--- src/rtl/match_judge.sv ---
// Rock-paper-scissors round judge driving the 2-bit matchresult interface.
// Optional match-end detection (win tallies, terminal DONE state) is built when MATCH_END_EN is defined.
module match_judge #(
  parameter int TIMEOUT    = 16,
  parameter int HOLDOFF    = 4,
  parameter int WIN_TARGET = 3
) (
  input  logic       clk,
  input  logic       resetn,
  input  logic [1:0] p1_move,
  input  logic       p1_valid,
  input  logic [1:0] p2_move,
  input  logic       p2_valid,
  output logic       ready,
  output logic       p1_locked,
  output logic       p2_locked,
  output logic [1:0] matchresult,
  output logic       result_valid,
  output logic [1:0] last_result,
  output logic       game_over
);

  // state     | meaning
  // S_COLLECT | accepting moves, forfeit timer runs while one player is locked
  // S_JUDGE   | both moves held, compare them
  // S_RESULT  | one-cycle result pulse, locks released
  // S_HOLD    | post-result holdoff, inputs ignored
  // S_DONE    | match finished, waits for reset (MATCH_END_EN only)
  typedef enum logic [2:0] {
    S_COLLECT = 3'd0,
    S_JUDGE   = 3'd1,
    S_RESULT  = 3'd2,
    S_HOLD    = 3'd3
`ifdef MATCH_END_EN
    , S_DONE  = 3'd4
`endif
  } state_t;

  localparam logic [15:0] TO_LAST   = 16'(TIMEOUT - 1);
  localparam logic [7:0]  HOLD_LAST = 8'(HOLDOFF - 1);

  function automatic logic [1:0] judge(input logic [1:0] a, input logic [1:0] b);
    if (a == b) return 2'b01;
    if ((a == 2'b01 && b == 2'b11) ||
        (a == 2'b10 && b == 2'b01) ||
        (a == 2'b11 && b == 2'b10)) return 2'b10;
    return 2'b11;
  endfunction

  state_t      state_q, state_d;
  logic        p1_locked_q, p1_locked_d;
  logic        p2_locked_q, p2_locked_d;
  logic [1:0]  p1_mv_q, p1_mv_d;
  logic [1:0]  p2_mv_q, p2_mv_d;
  logic [15:0] to_cnt_q, to_cnt_d;
  logic [7:0]  hold_cnt_q, hold_cnt_d;
  logic        ready_q, ready_d;
  logic [1:0]  matchresult_q, matchresult_d;
  logic        result_valid_q, result_valid_d;
  logic [1:0]  last_result_q, last_result_d;

`ifdef MATCH_END_EN
  localparam logic [7:0] WIN_TGT = 8'(WIN_TARGET);
  logic [7:0] p1_wins_q, p1_wins_d;
  logic [7:0] p2_wins_q, p2_wins_d;
  logic       game_over_q, game_over_d;
`endif

  always_comb begin
    state_d       = state_q;
    p1_locked_d   = p1_locked_q;
    p2_locked_d   = p2_locked_q;
    p1_mv_d       = p1_mv_q;
    p2_mv_d       = p2_mv_q;
    to_cnt_d      = 16'd0;
    hold_cnt_d    = hold_cnt_q;
    matchresult_d = 2'b00;
    last_result_d = last_result_q;

    case (state_q)
      S_COLLECT: begin
        if (p1_valid && p1_move != 2'b00 && !p1_locked_q) begin
          p1_locked_d = 1'b1;
          p1_mv_d     = p1_move;
        end
        if (p2_valid && p2_move != 2'b00 && !p2_locked_q) begin
          p2_locked_d = 1'b1;
          p2_mv_d     = p2_move;
        end
        // A completing move on the timeout edge still wins over the forfeit.
        if (p1_locked_d && p2_locked_d) begin
          state_d = S_JUDGE;
        end else if (p1_locked_q ^ p2_locked_q) begin
          if (TIMEOUT != 0 && to_cnt_q == TO_LAST) begin
            state_d       = S_RESULT;
            matchresult_d = p1_locked_q ? 2'b10 : 2'b11;
          end else begin
            to_cnt_d = to_cnt_q + 16'd1;
          end
        end
      end
      S_JUDGE: begin
        matchresult_d = judge(p1_mv_q, p2_mv_q);
        state_d       = S_RESULT;
      end
      S_RESULT: begin
        p1_locked_d = 1'b0;
        p2_locked_d = 1'b0;
        hold_cnt_d  = HOLD_LAST;
        state_d     = S_HOLD;
      end
      S_HOLD: begin
        if (hold_cnt_q == 8'd0) begin
`ifdef MATCH_END_EN
          state_d = game_over_q ? S_DONE : S_COLLECT;
`else
          state_d = S_COLLECT;
`endif
        end else begin
          hold_cnt_d = hold_cnt_q - 8'd1;
        end
      end
`ifdef MATCH_END_EN
      S_DONE: state_d = S_DONE;
`endif
      default: state_d = S_COLLECT;
    endcase

    result_valid_d = (matchresult_d != 2'b00);
    if (result_valid_d) last_result_d = matchresult_d;
    ready_d = (state_d == S_COLLECT);

`ifdef MATCH_END_EN
    p1_wins_d   = p1_wins_q;
    p2_wins_d   = p2_wins_q;
    game_over_d = game_over_q;
    if (matchresult_d == 2'b10) p1_wins_d = p1_wins_q + 8'd1;
    if (matchresult_d == 2'b11) p2_wins_d = p2_wins_q + 8'd1;
    if (state_q == S_RESULT && (p1_wins_q >= WIN_TGT || p2_wins_q >= WIN_TGT))
      game_over_d = 1'b1;
`endif
  end

  always_ff @(posedge clk) begin
    if (!resetn) begin
      state_q        <= S_COLLECT;
      p1_locked_q    <= 1'b0;
      p2_locked_q    <= 1'b0;
      p1_mv_q        <= 2'b00;
      p2_mv_q        <= 2'b00;
      to_cnt_q       <= 16'd0;
      hold_cnt_q     <= 8'd0;
      ready_q        <= 1'b1;
      matchresult_q  <= 2'b00;
      result_valid_q <= 1'b0;
      last_result_q  <= 2'b00;
    end else begin
      state_q        <= state_d;
      p1_locked_q    <= p1_locked_d;
      p2_locked_q    <= p2_locked_d;
      p1_mv_q        <= p1_mv_d;
      p2_mv_q        <= p2_mv_d;
      to_cnt_q       <= to_cnt_d;
      hold_cnt_q     <= hold_cnt_d;
      ready_q        <= ready_d;
      matchresult_q  <= matchresult_d;
      result_valid_q <= result_valid_d;
      last_result_q  <= last_result_d;
    end
  end

`ifdef MATCH_END_EN
  always_ff @(posedge clk) begin
    if (!resetn) begin
      p1_wins_q   <= 8'd0;
      p2_wins_q   <= 8'd0;
      game_over_q <= 1'b0;
    end else begin
      p1_wins_q   <= p1_wins_d;
      p2_wins_q   <= p2_wins_d;
      game_over_q <= game_over_d;
    end
  end
  assign game_over = game_over_q;
`else
  assign game_over = 1'b0;
`endif

  assign ready        = ready_q;
  assign p1_locked    = p1_locked_q;
  assign p2_locked    = p2_locked_q;
  assign matchresult  = matchresult_q;
  assign result_valid = result_valid_q;
  assign last_result  = last_result_q;

endmodule

--- config.mk ---
export PLATFORM = sky130hd
export DESIGN_NAME = match_judge
export DESIGN_NICKNAME = d
export VERILOG_FILES = /design/src/rtl/match_judge.sv
export SDC_FILE = /design/constraint.sdc
export NUM_CORES = 1
export LEC_CHECK = 0
export BUFFER_PORTS_ARGS = -buffer_cell sky130_fd_sc_hd__buf_2
export CAP_MARGIN = 30
export CORE_MARGIN = 2
export CORE_UTILIZATION = 55
export DETAILED_ROUTE_END_ITERATION = 12
export GPL_TIMING_DRIVEN = 0
export HOLD_SLACK_MARGIN = 0.06
export PLACE_DENSITY = 0.75
export SYNTH_ARGS = -nofsm -noshare
export SYNTH_HDL_FRONTEND = slang
export SYNTH_SLANG_ARGS = --single-unit
--- constraint.sdc ---
create_clock -name clk -period 5.31 [get_ports clk]
set_clock_uncertainty 0.1 [all_clocks]
set_input_delay 0.2655 -clock clk [delete_from_list [all_inputs] [get_ports clk]]
set_output_delay 0.2655 -clock clk [all_outputs]
set_load 0.05 [all_outputs]
==> results of run 1 <==
## worst max-delay path by stage
stage / endpoint / slack (ns) / cells past startpoint
final: to_cnt_q[4] / 3.19 / 7
after global routing: to_cnt_q[4] / 3.02 / 7
after CTS: to_cnt_q[3] / 3.20 / 7
after detailed placement: to_cnt_q[3] / 3.33 / 6
after global placement: to_cnt_q[3] / 3.39 / 5
after floorplan: to_cnt_q[12] / 3.51 / 5
## flip-flops by register name (all words and copies together), names as in the netlist, 2 cells and up
name and flops:
to_cnt_q 16, hold_cnt_q 8, p1_mv_q 2, matchresult 2
p2_mv_q 2, state_q 3, last_result 2
## final cells by class
| cell class | count | area share [%] |
|---|---|---|
| Multi-Input combinational cell | 145 | 46.7 |
| Sequential cell | 39 | 38.5 |
| Timing Repair Buffer | 16 | 4.20 |
| Tap cell | 44 | 2.72 |
| Clock buffer | 6 | 2.53 |
| Inverter | 10 | 1.85 |
| Clock inverter | 2 | 1.73 |
| Buffer | 8 | 1.73 |
## critical path, stage by stage
cell and delay [ns]:
dlygate4sd3_1 0.53, buf_2 0.12, o21ai_0 0.35, a22o_1 0.30, nand4_1 0.26, clkbuf_1 0.30
nor2_1 0.17
## cells in the final DEF, fill, tap and decap left out, drive strengths merged, types with 6 or more instances in the layout
| master | n |
|---|---|
| dfxtp | 39 |
| nor2 | 31 |
| buf | 17 |
| clkbuf | 12 |
| inv | 10 |
| xor2 | 10 |
| xnor2 | 8 |
| o21ai | 8 |
| nand4 | 7 |
| nand3 | 7 |
| a21oi | 6 |
## through the flow
step / utilization [%] / power [W] / area [sq um]
after global routing: 65.8 / 0.000571 / 2030
after floorplan: - / 0.000334 / 1800
final: 65.8 / 0.000548 / 2030
after detailed placement: 62.7 / 0.000344 / 1930
after CTS: 65.8 / 0.000554 / 2030
after global placement: 62.7 / 0.000342 / 1930
## report_power, final
group          internal, W  switching [W]  leakage [nW]
Clock             0.000111      0.0000981        0.0482
Combinational    0.0000133      0.0000239         0.430
Sequential        0.000297     0.00000510         0.315
Total             0.000421       0.000127         0.793
## cell usage after synthesis (3+ instances only)
library cell and n:
nor3_1 3, dfxtp_1 39, nand4_1 7, xnor2_1 8, o31ai_1 4, nand2_1 4
nor2_1 31, nor4_1 3, inv_1 10, mux2i_1 4, a211oi_1 4, a21oi_1 6
nand3_1 7, xor2_1 10, and2_1 4, and3_1 4, clkbuf_1 6, or3_1 4
and4_1 3, o21ai_0 7
## cell families after synthesis
family | Yosys count | synth area share, %
compound gates | 35 | 13.3
buf+inv | 18 | 4.04
other cells | 1 | 0.209
xor+xnor | 18 | 8.78
fa+ha+maj | 2 | 1.39
flops | 39 | 43.5
mux | 4 | 2.23
simple gates | 84 | 26.5
## routing by layer
metal | wire length, um | vias up | global-route usage [%] | share of wire [%]
met5 | 0 | - | 0 | 0
met3 | 127 | 13 | 7.35 | 3.5
li1 | - | 760 | - | -
met1 | 1540 | 691 | 23.5 | 43
met4 | 81 | 0 | 10.2 | 2.3
met2 | 1830 | 24 | 37.2 | 51
## timing repair
item / in CTS / in global routing
hold buffers: 1 / 0
buffers inserted: 0 / 0
endpoints found under the hold margin: 1 / 0
setup endpoints to repair: 0 / 0
==> impl_metrics.yaml, run 1 <==
synthesis:
  ys_seq_area_share_pct: 43.5
  synthDominantCellAreaShare_pct: 43.5
  yosys_most_used_dff: "dfxtp_1"
  synth_cell_types: 48
  synth_edf_count: 0
  synth.ff_latch_count: 39
  syn_avg_cell_area_sq_um: 8.93
  async_flop_share_pct: 0
  yosysWarnings: 0
  synth_top_area_cell: "dfxtp_1"
  syn-cell-area_sq_um: 1800
  synthCells: 201
  synth_area_leaders: "dfxtp_1 43%, nor2_1 6.5%, xor2_1 4.9%"
die:
  core_sq_um: 3080
  initial_core_util_pct: 58.3
  die_h_um: 61.1
  dieArea_sq_um: 3740
  rows: 20
  io_pins: 17
  die_w_um: 61.1
layout:
  n_fill_cell: 264
  multiInputGateArea_sq_um: 946
  regArea_sq_um: 781
  antenna_cells: 0
  drive_above_1_share_pct: 13.7
  finalNonFillerCells: 270
  area_growth_pct: 12.8
  final_nets: 235
clock_tree:
  cts_tree: "done"
  clock-sinks: 39
  cts_made_buffers: 5
  root_buffer: "clkbuf_4"
  clkSlewWorstSetupHoldPaths_ns: 0.12
  cts_buffer_depth: 2
  h-tree-depth: 2
  clk_latency_ns: 0.35
  post_cts_resized: 0
sta:
  setup-tns-final_ns: 0
  max_freq_mhz: 471
  setup_viol: 0
  worstMarginPinSlew_ns: 0.672
  min_period_over_period_pct: 39.9
  setup_ws_ns: 3.19
  whs_ns: 0.0937
  finalCriticalPeriod_ns: 2.12
  rsz0062_at_grt: "no"
  hold_viol: 0
  slew_headroom_pct: 55.1
  report.final.slew_viol_count: 0
min_path:
  hp-start: "p2_move[0]"
  hold_path_end: "p2_mv_q[0]"
  hold_depth: 3
  hp-class: "in2reg"
routing:
  antenna_left: 0
  drc: 0
  routed_wl_um: 3580
  via_per_inst: 5.51
  avgRoutedWirePerCell_um: 13.3
  firstDrtPassIters: 4
  vias: 1488
  initialDrtViolationCount: 100
setup_path:
  startpoint: "p2_move[1]"
  cp_max_fo: 10
  required_ns: 5.49
  ff2ff_setup_slack_ns: 3.35
  rr_startpoint: "to_cnt_q[7]"
  arrival_ns: 2.30
  path_class: "in2reg"
  end_kind: "flip-flop"
  r2r_cells: 6
  r2r-end: "to_cnt_q[4]"
  start_kind: "primary input"
grt:
  grtUsageTotal_pct: 21.5
  grt_max_degree: 13
  grt_overflow: 0
  grt_pass1_wl_um: 5880
  grt_pass1_vias: 1402
  antenna_found_initial: 0
placed_design:
  dpl.cell_count: 261
  dp_hpwl_um: 2690
  pre_cts_slack_ns: 3.33
  io_buffers: 15
  gp_congestion: 0.770
power_and_ir_drop:
  power.density_nw_per_um2: 271
  p_leak_nw: 0.793
  ir_drop_uv: 164
job:
  drv_cap: 0
run_status:
  status: "finished clean"
Note: power is estimated with default switching activity, not from simulation.
==> inputs of run 2 (changes only) <==
==> constraint.sdc (replaced) <==
create_clock -name clk -period 2.1 [get_ports clk]
set_clock_uncertainty 0.1 [all_clocks]
set_input_delay 0.105 -clock clk [delete_from_list [all_inputs] [get_ports clk]]
set_output_delay 0.105 -clock clk [all_outputs]
set_load 0.05 [all_outputs]
==> run 2 against run 1 <==
  * Wire length is 4.1% higher
  * Register-to-register slack worse by 3.1 ns
  * Total power rose to 2.5 times the previous value
  * Global-route usage increased by 0.78 points
  * Via count increased by 1.9%
  * Non-clock buffer count is 4 higher
  * Final cell count up 1.5%
  * Sequential power grew to 2.5 times the previous value
  * Setup slack got worse by 3.0 ns
  * Sequential share of layout area down 0.86 points
  * Largest cell class unchanged
  * Largest power group unchanged
  * Highest routed layer unchanged
==> impl_metrics.yaml, run 2 (synthesis results as in run 1) <==
run_status:
  status: "finished clean"
layout:
  top_register: "to_cnt_q"
  n_fill_cell: 259
  antenna_cells: 0
  top_regs: "to_cnt_q x16, hold_cnt_q x8, state_q x3"
  layout_common_cells: "39 x dfxtp_1, 31 x nor2_1, 16 x buf_2"
  finalInstanceArea_sq_um: 2070
  area_growth_pct: 15.4
  final_common_cell: "dfxtp_1"
  drive_above_1_share_pct: 14.3
  final_nets: 239
  largest_reg_flops: 16
sta:
  whs_ns: 0.135
  rsz0062_at_grt: "no"
  report.final.slew_viol_count: 0
  setup_viol: 0
  slew_headroom_pct: 55.1
  worstMarginPinSlew_ns: 0.672
  setup-tns-final_ns: 0
  finalCriticalPeriod_ns: 1.93
  setup_ws_ns: 0.173
  hold_viol: 0
  min_period_over_period_pct: 91.8
  max_freq_mhz: 519
clock_tree:
  h-tree-depth: 2
  clkSlewWorstSetupHoldPaths_ns: 0.12
  root_buffer: "clkbuf_4"
  cts_made_buffers: 5
  clk_latency_ns: 0.35
  cts_tree: "done"
  clock-sinks: 39
  cts_buffer_depth: 2
die:
  die_h_um: 61.1
  dieArea_sq_um: 3740
  die_w_um: 61.1
  core_sq_um: 3080
  initial_core_util_pct: 58.3
  rows: 20
  io_pins: 17
setup_path:
  cp_slowest_cell: "dlygate4sd3_1"
  critPathBufInv: 3
  path_cells: "dlygate4sd3_1, buf_2, o21ai_0, a22o_1, nand4_1, clkbuf_2, nor2_1"
  cp_max_fo: 10
  path_class: "in2reg"
  arrival_ns: 2.11
  cpPeakStageDelay_ns: 0.54
  start_kind: "primary input"
  crit_family: "buffers and inverters"
  end_kind: "flip-flop"
  required_ns: 2.28
grt:
  use_met2_pct: 39.2
  grtUsageTotal_pct: 22.3
  grt.busiest_layer: "met2"
  antenna_found_initial: 0
  grt_pass1_vias: 1418
  grt_max_degree: 13
  grt_overflow: 0
  grt_use_met3_pct: 7.14
  grt_pass1_wl_um: 6070
  grt.met1_usage_pct: 24.0
routing:
  antenna_left: 0
  routed_wl_um: 3720
  via_per_inst: 5.53
  vias: 1516
  avgRoutedWirePerCell_um: 13.6
  drc: 0
  firstDrtPassIters: 4
  initialDrtViolationCount: 93
placed_design:
  dp_hpwl_um: 2690
  gp_congestion: 0.770
  io_buffers: 15
  pre_cts_slack_ns: 0.142
  place_area_sq_um: 1930
power_and_ir_drop:
  ir_drop_uv: 415
  p_leak_nw: 0.814
  power.density_nw_per_um2: 672
job:
  drv_cap: 0
min_path:
  hp-class: "in2reg"
## run 2: stage by stage
step	util (%)	total power (W)	instances
detailed placement	62.7	0.000871	261
global route	67.3	0.00145	274
finish	67.3	0.00139	274
CTS	67.1	0.00141	274
global placement	62.7	0.000866	261
floorplan	-	0.000845	202
## run 2: path summary, 6_finish.rpt
check                           cells past startpoint          end  slack [ns]         from
worst max-delay path                                7  to_cnt_q[4]        0.17   p2_move[1]
worst min-delay path                                5    p1_locked        0.13     p1_valid
worst max register to register                      6  to_cnt_q[4]        0.23  to_cnt_q[0]
worst min register to register                      1  to_cnt_q[0]        0.38  to_cnt_q[0]
## run 2: timing repair
action	in CTS	in global routing
endpoints found under the setup margin	0	11
hold buffers	5	0
resized for setup	0	4
endpoints found under the hold margin	6	0
buffers inserted	0	0
## run 2: tightest hold or removal path, cell delays in order
cell     delay, ns
buf_2         0.07
o21ai_1       0.12
nor2_1        0.12
nor2_1        0.04
nor2_1        0.08
## run 2: final cells by class
type	count	area [sq um]	area share, %
well taps	44	55.1	2.66
clock buffers	6	51.3	2.48
clock inverters	2	35.0	1.69
flip-flops and latches	39	781	37.7
multi-input cells	145	951	45.9
repair buffers	20	125	6.04
plain buffers	8	36.3	1.75
inverters	10	37.5	1.81
## run 2: per-layer routing
layer,wire length [um],vias to the layer above
met5,0,-
met4,119,0
met3,108,15
met2,1930,26
met1,1570,704
li1,-,771
## run 2: where the power goes
group / total [W] / internal, W / switching [W]
logic: 0.000101 / 0.0000388 / 0.0000625
clock network: 0.000529 / 0.000281 / 0.000248
registers: 0.000763 / 0.000750 / 0.0000127
total: 0.00139 / 0.00107 / 0.000323
==> inputs of run 3 (changes only) <==
--- a/config.mk
+++ b/config.mk
@@ -8,11 +8,10 @@
 export BUFFER_PORTS_ARGS = -buffer_cell sky130_fd_sc_hd__buf_2
 export CAP_MARGIN = 30
 export CORE_MARGIN = 2
-export CORE_UTILIZATION = 55
+export CORE_UTILIZATION = 57
 export DETAILED_ROUTE_END_ITERATION = 12
 export GPL_TIMING_DRIVEN = 0
-export HOLD_SLACK_MARGIN = 0.06
-export PLACE_DENSITY = 0.75
+export PLACE_DENSITY = 0.77
 export SYNTH_ARGS = -nofsm -noshare
 export SYNTH_HDL_FRONTEND = slang
 export SYNTH_SLANG_ARGS = --single-unit
==> run 3 against run 2 <==
  * Clock-buffer cell count unchanged
  * Hold slack got worse by 0.098 ns
  * Clock power grew 0.8%
  * First-iteration DRC count down 20%
  * Die area fell by 3.3%
  * Maximum frequency increased by 2.9%
==> impl_metrics.yaml, run 3 (synthesis results as in run 1) <==
setup_path:
  crit_path_end: "hold_cnt_q[7]"
  rr_startpoint: "hold_cnt_q[0]"
  path_class: "reg2reg"
  startpoint: "hold_cnt_q[0]"
  required_ns: 2.27
  ff2ff_setup_slack_ns: 0.23
  start_kind: "flip-flop"
  arrival_ns: 2.04
  cp_max_fo: 8
  r2r_cells: 6
  end_kind: "flip-flop"
  r2r-end: "hold_cnt_q[7]"
routing:
  avgRoutedWirePerCell_um: 12.5
  antenna_left: 0
  routed_wl_um: 3430
  initialDrtViolationCount: 74
  vias: 1464
  drc: 0
  firstDrtPassIters: 4
  via_per_inst: 5.36
sta:
  setup_viol: 0
  hold_viol: 0
  slew_headroom_pct: 57.1
  setup-tns-final_ns: 0
  max_freq_mhz: 534
  rsz0062_at_grt: "no"
  worstMarginPinSlew_ns: 0.639
  report.final.slew_viol_count: 0
  finalCriticalPeriod_ns: 1.87
  min_period_over_period_pct: 89.2
grt:
  grt_pass1_wl_um: 5730
  grt_pass1_vias: 1379
  grtUsageTotal_pct: 21.2
  antenna_found_initial: 0
  grt_overflow: 0
  grt_max_degree: 14
clock_tree:
  cts_setup_buffers: 0
  h-tree-depth: 2
  clock-sinks: 39
  root_buffer: "clkbuf_4"
  clkSlewWorstSetupHoldPaths_ns: 0.12
  clk_latency_ns: 0.34
  cts_made_buffers: 5
  cts_buffer_depth: 2
  cts_tree: "done"
layout:
  area_growth_pct: 15.1
  n_fill_cell: 264
  finalNonFillerCells: 273
  drive_above_1_share_pct: 14.4
  largest_reg_flops: 16
  final_nets: 238
  top_regs: "to_cnt_q x16, hold_cnt_q x8, state_q x3"
  layout_common_cells: "39 x dfxtp_1, 31 x nor2_1, 16 x buf_2"
  antenna_cells: 0
  final_common_cell: "dfxtp_1"
  top_register: "to_cnt_q"
die:
  die_w_um: 60.1
  io_pins: 17
  die_h_um: 60.1
  dieArea_sq_um: 3620
  initial_core_util_pct: 59.3
  rows: 20
  core_sq_um: 3030
power_and_ir_drop:
  ir_drop_uv: 320
  p_leak_nw: 0.811
  power.density_nw_per_um2: 674
placed_design:
  dpl.cell_count: 261
  io_buffers: 15
  gp_congestion: 0.773
  dp_hpwl_um: 2520
min_path:
  hp-class: "in2reg"
run_status:
  status: "finished clean"
job:
  drv_cap: 0
[run 3: changes by cell type in the layout (fill, tap and decap cells not counted), sizes merged]
cell,delta
inv,+1
dlygate4sd3,-1
clkinv,-1
[run 3: worst min path at each step]
stage	startpoint	to	depth (start not counted)
floorplan	p2_move[0]	p2_mv_q[0]	2
global placement	p1_move[0]	p1_mv_q[0]	3
detailed placement	p2_move[0]	p2_mv_q[0]	3
CTS	resetn	matchresult[1]	4
global route	resetn	matchresult[1]	4
finish	resetn	matchresult[1]	4
[run 3: critical path, stage by stage (launching register included)]
cell and delay, ns:
dfxtp_1 0.42, inv_1 0.06, ha_1 0.21, nor4b_4 0.16, a21o_1 0.22, or4_1 0.48
a21oi_1 0.15
[run 3: cell type report]
type / count / area [sq um] / area share, %
clock inverters: 2 / 38.8 / 1.88
inverters: 10 / 37.5 / 1.82
clock buffers: 6 / 51.3 / 2.48
repair buffers: 19 / 115 / 5.57
plain buffers: 8 / 36.3 / 1.76
well taps: 44 / 55.1 / 2.66
flip-flops and latches: 39 / 781 / 37.8
multi-input cells: 145 / 952 / 46.1
[run 3: stage by stage]
step | setup slack, ns | area (sq um) | util (%) | hold slack (ns) | total power [W]
2_1_floorplan | 0.303 | 1800 | - | 0.152 | 0.000845
3_3_place_gp | 0.158 | 1930 | 63.7 | 0.260 | 0.000867
3_5_place_dp | 0.0857 | 1930 | 63.7 | 0.270 | 0.000870
4_1_cts | 0.0647 | 2060 | 68.0 | 0.0250 | 0.00140
5_1_grt | 0.0522 | 2070 | 68.3 | 0.0406 | 0.00145
6_report | 0.227 | 2070 | 68.3 | 0.0363 | 0.00139
[run 3: what timing repair did]
item	in CTS	in global routing
endpoints found under the hold margin	4	0
resized for setup	0	5
hold buffers	4	0
setup endpoints to repair	0	11
[run 3: metal layers]
layer  global-route usage (%)  share of wire, %  vias up
li1                         -                 -      765
met1                     23.9                45      679
met2                     37.7                52       15
met3                     5.41               2.1        5
met4                     8.25               1.3        0
met5                        0                 0        -
[run 3: power by group]
part           leakage, nW  switching [W]  internal [W]
logic                0.446      0.0000603     0.0000375
registers            0.315      0.0000126      0.000750
clock network       0.0489       0.000245      0.000288
total                0.811       0.000318       0.00108
